===== config.mk =====
export PLATFORM = sky130hd
export DESIGN_NAME = z80_wb_bridge
export DESIGN_NICKNAME = d
export VERILOG_FILES = /design/src/rtl/z80_wb_pkg.sv /design/src/rtl/z80_wb_page_mapper.sv /design/src/rtl/z80_wb_bridge.sv
export SDC_FILE = /design/constraint.sdc
export NUM_CORES = 1
export LEC_CHECK = 0
export BUFFER_PORTS_ARGS = -buffer_cell sky130_fd_sc_hd__buf_4
export CAP_MARGIN = 20
export CORE_MARGIN = 1.5
export CORE_UTILIZATION = 53
export DETAILED_ROUTE_END_ITERATION = 6
export GPL_ROUTABILITY_DRIVEN = 0
export PLACE_DENSITY_LB_ADDON = 0.2
export SYNTH_ARGS = -nofsm -noshare
export SYNTH_HDL_FRONTEND = slang
export SYNTH_SLANG_ARGS = --single-unit

===== constraint.sdc =====
create_clock -name CLK -period 2.6 [get_ports CLK]
set_clock_uncertainty 0.15 [all_clocks]
set_input_delay 0.52 -clock CLK [delete_from_list [all_inputs] [get_ports CLK]]
set_output_delay 0.52 -clock CLK [all_outputs]
set_load 0.01 [all_outputs]

===== src/rtl/z80_wb_pkg.sv =====
// Shared types for the Z80 -> Wishbone bridge.
//   bridge_state_t : main FSM states
//   cyc_kind_t     : decoded Z80 bus cycle type
//   DATA_FLOAT     : value returned for failed or unmapped reads
package z80_wb_pkg;

    typedef enum logic [1:0] {IDLE, WB_REQ, HOLD} bridge_state_t;

    typedef enum logic [2:0] {INTACK, MEM_RD, MEM_WR, IO_RD, IO_WR, MAP_RD, MAP_WR} cyc_kind_t;

    localparam logic [7:0] DATA_FLOAT = 8'hFF;

    // Cycles that return data to the CPU and therefore drive D_O in HOLD.
    function automatic logic kind_is_read(input cyc_kind_t k);
        return (k == INTACK) || (k == MEM_RD) || (k == IO_RD) || (k == MAP_RD);
    endfunction

endpackage


===== src/rtl/z80_wb_page_mapper.sv =====
// Four page registers translating A[15:14] into a PAGE_W-bit WB page.
// Resets to identity (page[i] = i).
//   clk, rst_n : clock, async active-low reset
//   we, widx, wdata : write port
//   ridx -> page    : combinational read port
module z80_wb_page_mapper #(
    parameter int PAGE_W = 10
) (
    input  logic              clk,
    input  logic              rst_n,
    input  logic              we,
    input  logic [1:0]        widx,
    input  logic [PAGE_W-1:0] wdata,
    input  logic [1:0]        ridx,
    output logic [PAGE_W-1:0] page
);

    logic [3:0][PAGE_W-1:0] page_q, page_d;

    always_comb begin
        page_d = page_q;
        if (we) page_d[widx] = wdata;
    end

    always_ff @(posedge clk or negedge rst_n) begin
        if (!rst_n) begin
            for (int i = 0; i < 4; i++) page_q[i] <= PAGE_W'(i);
        end else begin
            page_q <= page_d;
        end
    end

    assign page = page_q[ridx];

endmodule


===== src/rtl/z80_wb_bridge.sv =====
// Z80 pin bus -> Wishbone classic master with page mapper, IM2 vector
// response, nWAIT stretching and error/timeout termination.
//   CLK, nRESET                : clock, async active-low reset
//   A, D_I, D_O, D_OE          : Z80 address / split data bus
//   nM1..nRFSH, nWAIT          : Z80 strobes in, wait request out
//   int_vec_i                  : IM2 vector for interrupt acknowledge
//   wb_*                       : Wishbone classic master port
//   bus_err_o                  : 1-CLK pulse on WB error or timeout
module z80_wb_bridge
    import z80_wb_pkg::*;
#(
    parameter int         WB_ADR_W    = 24,
    parameter logic [7:0] MAP_PORT    = 8'hF8,
    parameter int         TIMEOUT_CYC = 256,
    parameter bit         IO_ON_WB    = 1'b1
) (
    input  logic                CLK,
    input  logic                nRESET,
    input  logic [15:0]         A,
    input  logic [7:0]          D_I,
    output logic [7:0]          D_O,
    output logic                D_OE,
    input  logic                nM1,
    input  logic                nMREQ,
    input  logic                nIORQ,
    input  logic                nRD,
    input  logic                nWR,
    input  logic                nRFSH,
    output logic                nWAIT,
    input  logic [7:0]          int_vec_i,
    output logic                wb_cyc_o,
    output logic                wb_stb_o,
    output logic                wb_we_o,
    output logic [WB_ADR_W-1:0] wb_adr_o,
    output logic [7:0]          wb_dat_o,
    output logic                wb_sel_o,
    output logic                wb_io_o,
    input  logic [7:0]          wb_dat_i,
    input  logic                wb_ack_i,
    input  logic                wb_err_i,
    output logic                bus_err_o
);

    localparam int PAGE_W = WB_ADR_W - 14;
    localparam int CNT_W  = (TIMEOUT_CYC > 2) ? $clog2(TIMEOUT_CYC) : 1;
    localparam logic [CNT_W-1:0] CNT_LAST = CNT_W'(TIMEOUT_CYC - 1);

    bridge_state_t        state_q, state_d;
    cyc_kind_t            kind_q, kind_d;
    logic [CNT_W-1:0]     cnt_q, cnt_d;
    logic                 cyc_q, cyc_d, we_q, we_d, sel_q, sel_d, io_q, io_d;
    logic [WB_ADR_W-1:0]  adr_q, adr_d;
    logic [7:0]           dat_q, dat_d, dout_q, dout_d;
    logic                 doe_q, doe_d, berr_q, berr_d;

    // ---- decode ----
    logic      hit;
    cyc_kind_t kind;
    logic [7:0] map_off;
    logic      map_hit;

    assign map_off = A[7:0] - MAP_PORT;
    assign map_hit = (map_off < 8'd4);

    always_comb begin
        hit  = 1'b0;
        kind = MEM_RD;
        // Refresh cycles never start anything, regardless of other strobes.
        if (nRFSH) begin
            if (!nM1 && !nIORQ)        begin hit = 1'b1; kind = INTACK; end
            else if (!nMREQ && !nRD)   begin hit = 1'b1; kind = MEM_RD; end
            else if (!nMREQ && !nWR)   begin hit = 1'b1; kind = MEM_WR; end
            else if (!nIORQ && !nRD)   begin hit = 1'b1; kind = map_hit ? MAP_RD : IO_RD; end
            else if (!nIORQ && !nWR)   begin hit = 1'b1; kind = map_hit ? MAP_WR : IO_WR; end
        end
    end

    // ---- page mapper ----
    logic              map_we;
    logic [PAGE_W-1:0] page;

    z80_wb_page_mapper #(.PAGE_W(PAGE_W)) u_mapper (
        .clk   (CLK),
        .rst_n (nRESET),
        .we    (map_we),
        .widx  (map_off[1:0]),
        .wdata (PAGE_W'(D_I)),
        .ridx  ((kind == MAP_RD) ? map_off[1:0] : A[15:14]),
        .page  (page)
    );

    // ---- termination ----
    logic timeout, err_term, term;
    assign timeout  = (cnt_q == CNT_LAST);
    // err beats ack; ack beats a coincident timeout.
    assign err_term = wb_err_i || (timeout && !wb_ack_i);
    assign term     = wb_ack_i || err_term;

    // ---- next state ----
    always_comb begin
        state_d = state_q;
        kind_d  = kind_q;
        cnt_d   = cnt_q;
        cyc_d   = cyc_q;
        we_d    = we_q;
        sel_d   = sel_q;
        io_d    = io_q;
        adr_d   = adr_q;
        dat_d   = dat_q;
        dout_d  = dout_q;
        doe_d   = doe_q;
        berr_d  = 1'b0;
        map_we  = 1'b0;

        case (state_q)
            IDLE: begin
                if (hit) begin
                    kind_d  = kind;
                    state_d = HOLD;
                    case (kind)
                        INTACK: begin dout_d = int_vec_i; doe_d = 1'b1; end
                        MAP_WR: map_we = 1'b1;
                        MAP_RD: begin dout_d = 8'(page); doe_d = 1'b1; end
                        default: begin
                            if ((kind == IO_RD || kind == IO_WR) && !IO_ON_WB) begin
                                // IO without a WB target: reads float, writes vanish.
                                if (kind == IO_RD) begin dout_d = DATA_FLOAT; doe_d = 1'b1; end
                            end else begin
                                state_d = WB_REQ;
                                cnt_d   = '0;
                                cyc_d   = 1'b1;
                                sel_d   = 1'b1;
                                we_d    = (kind == MEM_WR) || (kind == IO_WR);
                                io_d    = (kind == IO_RD) || (kind == IO_WR);
                                adr_d   = io_d ? WB_ADR_W'(A) : {page, A[13:0]};
                                dat_d   = D_I;
                            end
                        end
                    endcase
                end
            end
            WB_REQ: begin
                cnt_d = cnt_q + 1'b1;
                if (term) begin
                    state_d = HOLD;
                    cnt_d   = '0;
                    cyc_d   = 1'b0;
                    we_d    = 1'b0;
                    sel_d   = 1'b0;
                    berr_d  = err_term;
                    if (kind_is_read(kind_q)) begin
                        dout_d = err_term ? DATA_FLOAT : wb_dat_i;
                        doe_d  = 1'b1;
                    end
                end
            end
            HOLD: begin
                // Wait for a full strobe release so a held strobe cannot re-arm.
                if (nRD && nWR && nIORQ && nMREQ) begin
                    state_d = IDLE;
                    doe_d   = 1'b0;
                end
            end
            default: state_d = IDLE;
        endcase
    end

    always_ff @(posedge CLK or negedge nRESET) begin
        if (!nRESET) begin
            state_q <= IDLE;
            kind_q  <= MEM_RD;
            cnt_q   <= '0;
            cyc_q   <= 1'b0;
            we_q    <= 1'b0;
            sel_q   <= 1'b0;
            io_q    <= 1'b0;
            adr_q   <= '0;
            dat_q   <= '0;
            dout_q  <= '0;
            doe_q   <= 1'b0;
            berr_q  <= 1'b0;
        end else begin
            state_q <= state_d;
            kind_q  <= kind_d;
            cnt_q   <= cnt_d;
            cyc_q   <= cyc_d;
            we_q    <= we_d;
            sel_q   <= sel_d;
            io_q    <= io_d;
            adr_q   <= adr_d;
            dat_q   <= dat_d;
            dout_q  <= dout_d;
            doe_q   <= doe_d;
            berr_q  <= berr_d;
        end
    end

    // Wait is asserted from the decode cycle itself; reset releases it at once.
    assign nWAIT     = !(nRESET && (((state_q == IDLE) && hit) || (state_q == WB_REQ)));
    assign wb_cyc_o  = cyc_q;
    assign wb_stb_o  = cyc_q;
    assign wb_we_o   = we_q;
    assign wb_sel_o  = sel_q;
    assign wb_io_o   = io_q;
    assign wb_adr_o  = adr_q;
    assign wb_dat_o  = dat_q;
    assign D_O       = dout_q;
    assign D_OE      = doe_q;
    assign bus_err_o = berr_q;

endmodule


==> Implementation_results.wiki <==
{| class="wikitable"
! Metric !! Value
|-
| Commonest register cell after synthesis || sky130_fd_sc_hd__dfrtp_1
|-
| CP Cell Sequence || buf_4 -> ha_4 -> nor2_1 -> nand3_2 -> o311a_2 -> buf_4 -> xnor2_1 -> or3_1 -> o311ai_1
|-
| First-pass GRT wire length || 19,430 microns
|-
| Combined buffer and inverter count along the critical path || 2
|-
| Antenna violations before repair || 0
|-
| Number of register bits inferred by synthesis || 88
|-
| Width of the chip || 96.22 microns
|-
| Tcrit/Tclk final || 95.03%
|-
| Maximum level of the CTS H-tree || 3
|-
| Total global-route track usage || 28.39%
|-
| Total count of max-transition violations in the final report || 0
|-
| Cells on worst reg2reg path || 9
|-
| Remaining antenna violation count after routing || 0
|-
| Async set or reset register ratio after synthesis || 100.0%
|-
| Combined area of the multi-input logic cells || 2255 sq um
|-
| Capture instance of the worst register-to-register path || D_O[1]
|-
| Pin count of the biggest net entering global routing || 89
|-
| Data arrival time of the critical path || 2.57 ns
|-
| Number of setup violations in the final report || 0
|-
| HPWL Detailed || 8859 microns
|-
| Cell Rows || 33
|-
| IO Pins || 98
|-
| Clock tree from TritonCTS || built
|-
| Core box area || 8299 sq um
|-
| Synthesized instance count || 447
|-
| Nets || 629
|-
| Family with the most delay on the worst path || compound AO/OA/AOI/OAI gates
|-
| Sinks on the clock net || 88
|-
| Tightest hold margin || 0.009628 ns
|-
| Tmin final || 2.471 ns
|-
| Maximum fanout count along the critical path || 6
|-
| Floorplan die area || 9258 sq um
|-
| Most used cell along the critical path || sky130_fd_sc_hd__buf_4
|-
| Leakage power of the design || 2.948 nW
|-
| Sequential element share of the synthesized area || 47.95%
|-
| Later-pin clock latency in the skew report || 0.36 ns
|-
| Proportion of layout cells with a drive suffix above 1 || 39.07%
|-
| Run status || complete, no violations
|-
| Cts-stage hold buffer count || 0
|-
| Final hold vios || 0
|-
| Total via count in the routed design || 4,015
|-
| Nature of the critical path endpoint || flip-flop
|-
| Max transition margin || 64.68%
|-
| Setup Slack @ Placement || -0.1940 ns
|-
| Antenna diodes || 0
|-
| Grt ovf || 0
|-
| First-pass iteration count of the detailed router || 5
|-
| Post-route DRC violation count || 0
|-
| Slowest library cell on the worst path || sky130_fd_sc_hd__o311a_2
|-
| Number of I/O port buffers || 95
|-
| Chip Height || 96.22 microns
|-
| Data required time of the worst path || 2.70 ns
|-
| Accumulated negative setup slack || 0 ns
|-
| Pwr per Cell Area || 754.2 nW/um^2
|-
| Tot Pwr || 4.555 mW
|-
| Maximum root-to-sink buffer count || 2
|-
| Origin of the critical flop-to-flop path || cnt_q[0]
|-
| Starting utilization of the core area || 55.50%
|-
| CTS buffer count || 9
|-
| Post-synthesis to final-layout area growth || 31.13%
|-
| Buffer count from post-CTS setup fixing || 0
|-
| Post-Synthesis Mean Instance Area || 10.30 sq um
|-
| CTS Root Buffer Type || sky130_fd_sc_hd__clkbuf_8
|-
| Per-cell routed wire length || 17.91 microns
|-
| Count of cell types in the netlist || 62
|-
| Largest stage delay, worst path || 0.48 ns
|-
| Worst IR Drop VDD || 513.6 uV
|-
| # Max-Cap Violations || 0
|-
| Type of the most critical hold path || input port to async pin
|-
| Worst setup SP type || input port
|-
| Via density per instance || 5.853
|-
| Synthesis Warnings || 0
|-
| Setup Crit Path Kind || input port to flip-flop
|-
| Register area || 2208 sq um
|-
| Least setup slack across all paths after layout || 0.1293 ns
|-
| Unrepaired setup endpoints after global routing || false
|-
| Vias in the first global route || 3,857
|-
| Worst setup slack for register-to-register paths || 0.34 ns
|-
| Actual transition at the worst max-transition pin || 0.5243 ns
|-
| Clk pin slew, worst setup/hold paths || 0.09 ns
|-
| Initial DRC count || 206
|-
| Post-detailed-routing wire length || 12,280 microns
|-
| Cell area after technology mapping || 4606 sq um
|-
| Max Clock Freq || 0.4047 GHz
|-
| Finished Core Util || 72.77%
|-
| Post-synth EDFFs || 0
|-
| Post_cts resized || 0
|-
| Fillers || 617
|}
[cells in the final DEF, fill, tap and decap left out, types with 4 or more instances in the layout]
master | synthesis | final
sky130_fd_sc_hd__dfstp_2 | 5 | 5
sky130_fd_sc_hd__o21a_1 | 6 | 6
sky130_fd_sc_hd__buf_4 | 4 | 140
sky130_fd_sc_hd__inv_1 | 9 | 9
sky130_fd_sc_hd__dfrtp_1 | 83 | 83
sky130_fd_sc_hd__nand2_1 | 80 | 80
sky130_fd_sc_hd__nand3b_1 | 4 | 4
sky130_fd_sc_hd__nand3_1 | 19 | 18
sky130_fd_sc_hd__a211oi_1 | 6 | 5
sky130_fd_sc_hd__mux4_2 | 8 | 8
sky130_fd_sc_hd__a21oi_1 | 9 | 8
sky130_fd_sc_hd__a32o_1 | 6 | 6
sky130_fd_sc_hd__o22ai_1 | 8 | 8
sky130_fd_sc_hd__buf_12 | 0 | 6
sky130_fd_sc_hd__nor3_1 | 10 | 10
sky130_fd_sc_hd__xor2_1 | 7 | 7
sky130_fd_sc_hd__a221oi_1 | 8 | 8
sky130_fd_sc_hd__clkbuf_8 | 0 | 9
sky130_fd_sc_hd__mux2_4 | 8 | 8
sky130_fd_sc_hd__nor2_1 | 35 | 35
sky130_fd_sc_hd__o21ai_0 | 23 | 23
sky130_fd_sc_hd__mux2_2 | 25 | 25
sky130_fd_sc_hd__nor2b_1 | 4 | 4
[stage by stage]
step / area [sq um] / cells
after floorplan: 4649 / 448
after global placement: 5796 / 671
after detailed placement: 5796 / 671
after CTS: 6036 / 686
after global routing: 6040 / 686
final: 6040 / 686
[synthesized netlist by cell type, types with 4 or more instances]
library cell / instances / area [sq um]
sky130_fd_sc_hd__buf_6: 4 / 45.04
sky130_fd_sc_hd__mux2_4: 8 / 120.1
sky130_fd_sc_hd__nand2_1: 80 / 300.3
sky130_fd_sc_hd__nand3_1: 19 / 95.09
sky130_fd_sc_hd__o21a_1: 6 / 45.04
sky130_fd_sc_hd__xor2_1: 7 / 61.31
sky130_fd_sc_hd__o21ai_0: 23 / 115.1
sky130_fd_sc_hd__o22ai_1: 8 / 50.05
sky130_fd_sc_hd__dfstp_2: 5 / 131.4
sky130_fd_sc_hd__nand3b_1: 4 / 30.03
sky130_fd_sc_hd__a32o_1: 6 / 60.06
sky130_fd_sc_hd__a221oi_1: 8 / 70.07
sky130_fd_sc_hd__dfrtp_1: 83 / 2077
sky130_fd_sc_hd__nor2b_1: 4 / 25.02
sky130_fd_sc_hd__nor2_1: 35 / 131.4
sky130_fd_sc_hd__mux2_2: 25 / 281.5
sky130_fd_sc_hd__nor3_1: 10 / 50.05
sky130_fd_sc_hd__a211oi_1: 6 / 45.04
sky130_fd_sc_hd__a21oi_1: 9 / 45.04
sky130_fd_sc_hd__buf_4: 4 / 30.03
sky130_fd_sc_hd__mux4_2: 8 / 180.2
sky130_fd_sc_hd__clkbuf_1: 15 / 56.30
sky130_fd_sc_hd__inv_1: 9 / 33.78
[metal layers]
metal	global-route usage (%)	up-vias	wire length, microns
met5	0	-	0
met3	5.371	19	633
li1	-	1855	-
met1	38.88	1999	5508
met2	45.31	142	5919
met4	9.681	0	221
[logic make-up (layout without fill, tap and decap cells)]
family / after synthesis / count (layout) / synth area share, %
flops: 88 / 88 / 47.95
mux: 43 / 43 / 13.07
fa+ha+maj: 3 / 3 / 0.7606
other cells: 1 / 2 / 0.08142
buf+inv: 37 / 170 / 4.075
compound gates: 92 / 92 / 14.24
simple gates: 175 / 175 / 18.31
xor+xnor: 8 / 8 / 1.521
[worst max path at each step]
| stage | startpoint | to | depth (start not counted) |
|---|---|---|---|
| 3_3_place_gp | A[3] | wb_adr_o[15] | 9 |
| 6_report | A[3] | wb_adr_o[14] | 9 |
| 2_1_floorplan | nIORQ | u_mapper.page_q[32] | 10 |
| 3_5_place_dp | A[3] | u_mapper.page_q[34] | 10 |
| 5_1_grt | A[3] | u_mapper.page_q[33] | 10 |
| 4_1_cts | A[3] | wb_adr_o[14] | 9 |
[power breakdown]
part | switching (mW) | internal (mW) | leakage, nW
registers | 0.182 | 1.69 | 1.13
clock network | 0.498 | 0.640 | 0.120
logic | 0.783 | 0.763 | 1.70
total | 1.46 | 3.09 | 2.95
[state kept, by name (all words and copies together) (netlist names)]
signal	count
wb_io_o	1
wb_adr_o	22
wb_sel_o	1
bus_err_o	1
state_q	2
kind_q	3
D_O	8
D_OE	1
wb_dat_o	8
cnt_q	8
wb_we_o	1
u_mapper.page_q	32
[area by class of cell]
class	instances	area share [%]
multi-input cells	323	37.33
clock inverters	6	1.927
inverters	9	0.5594
clock buffers	9	2.051
flip-flops and latches	88	36.57
well taps	105	2.175
repair buffers	146	19.39
Note: power is estimated with default switching activity, not from simulation.
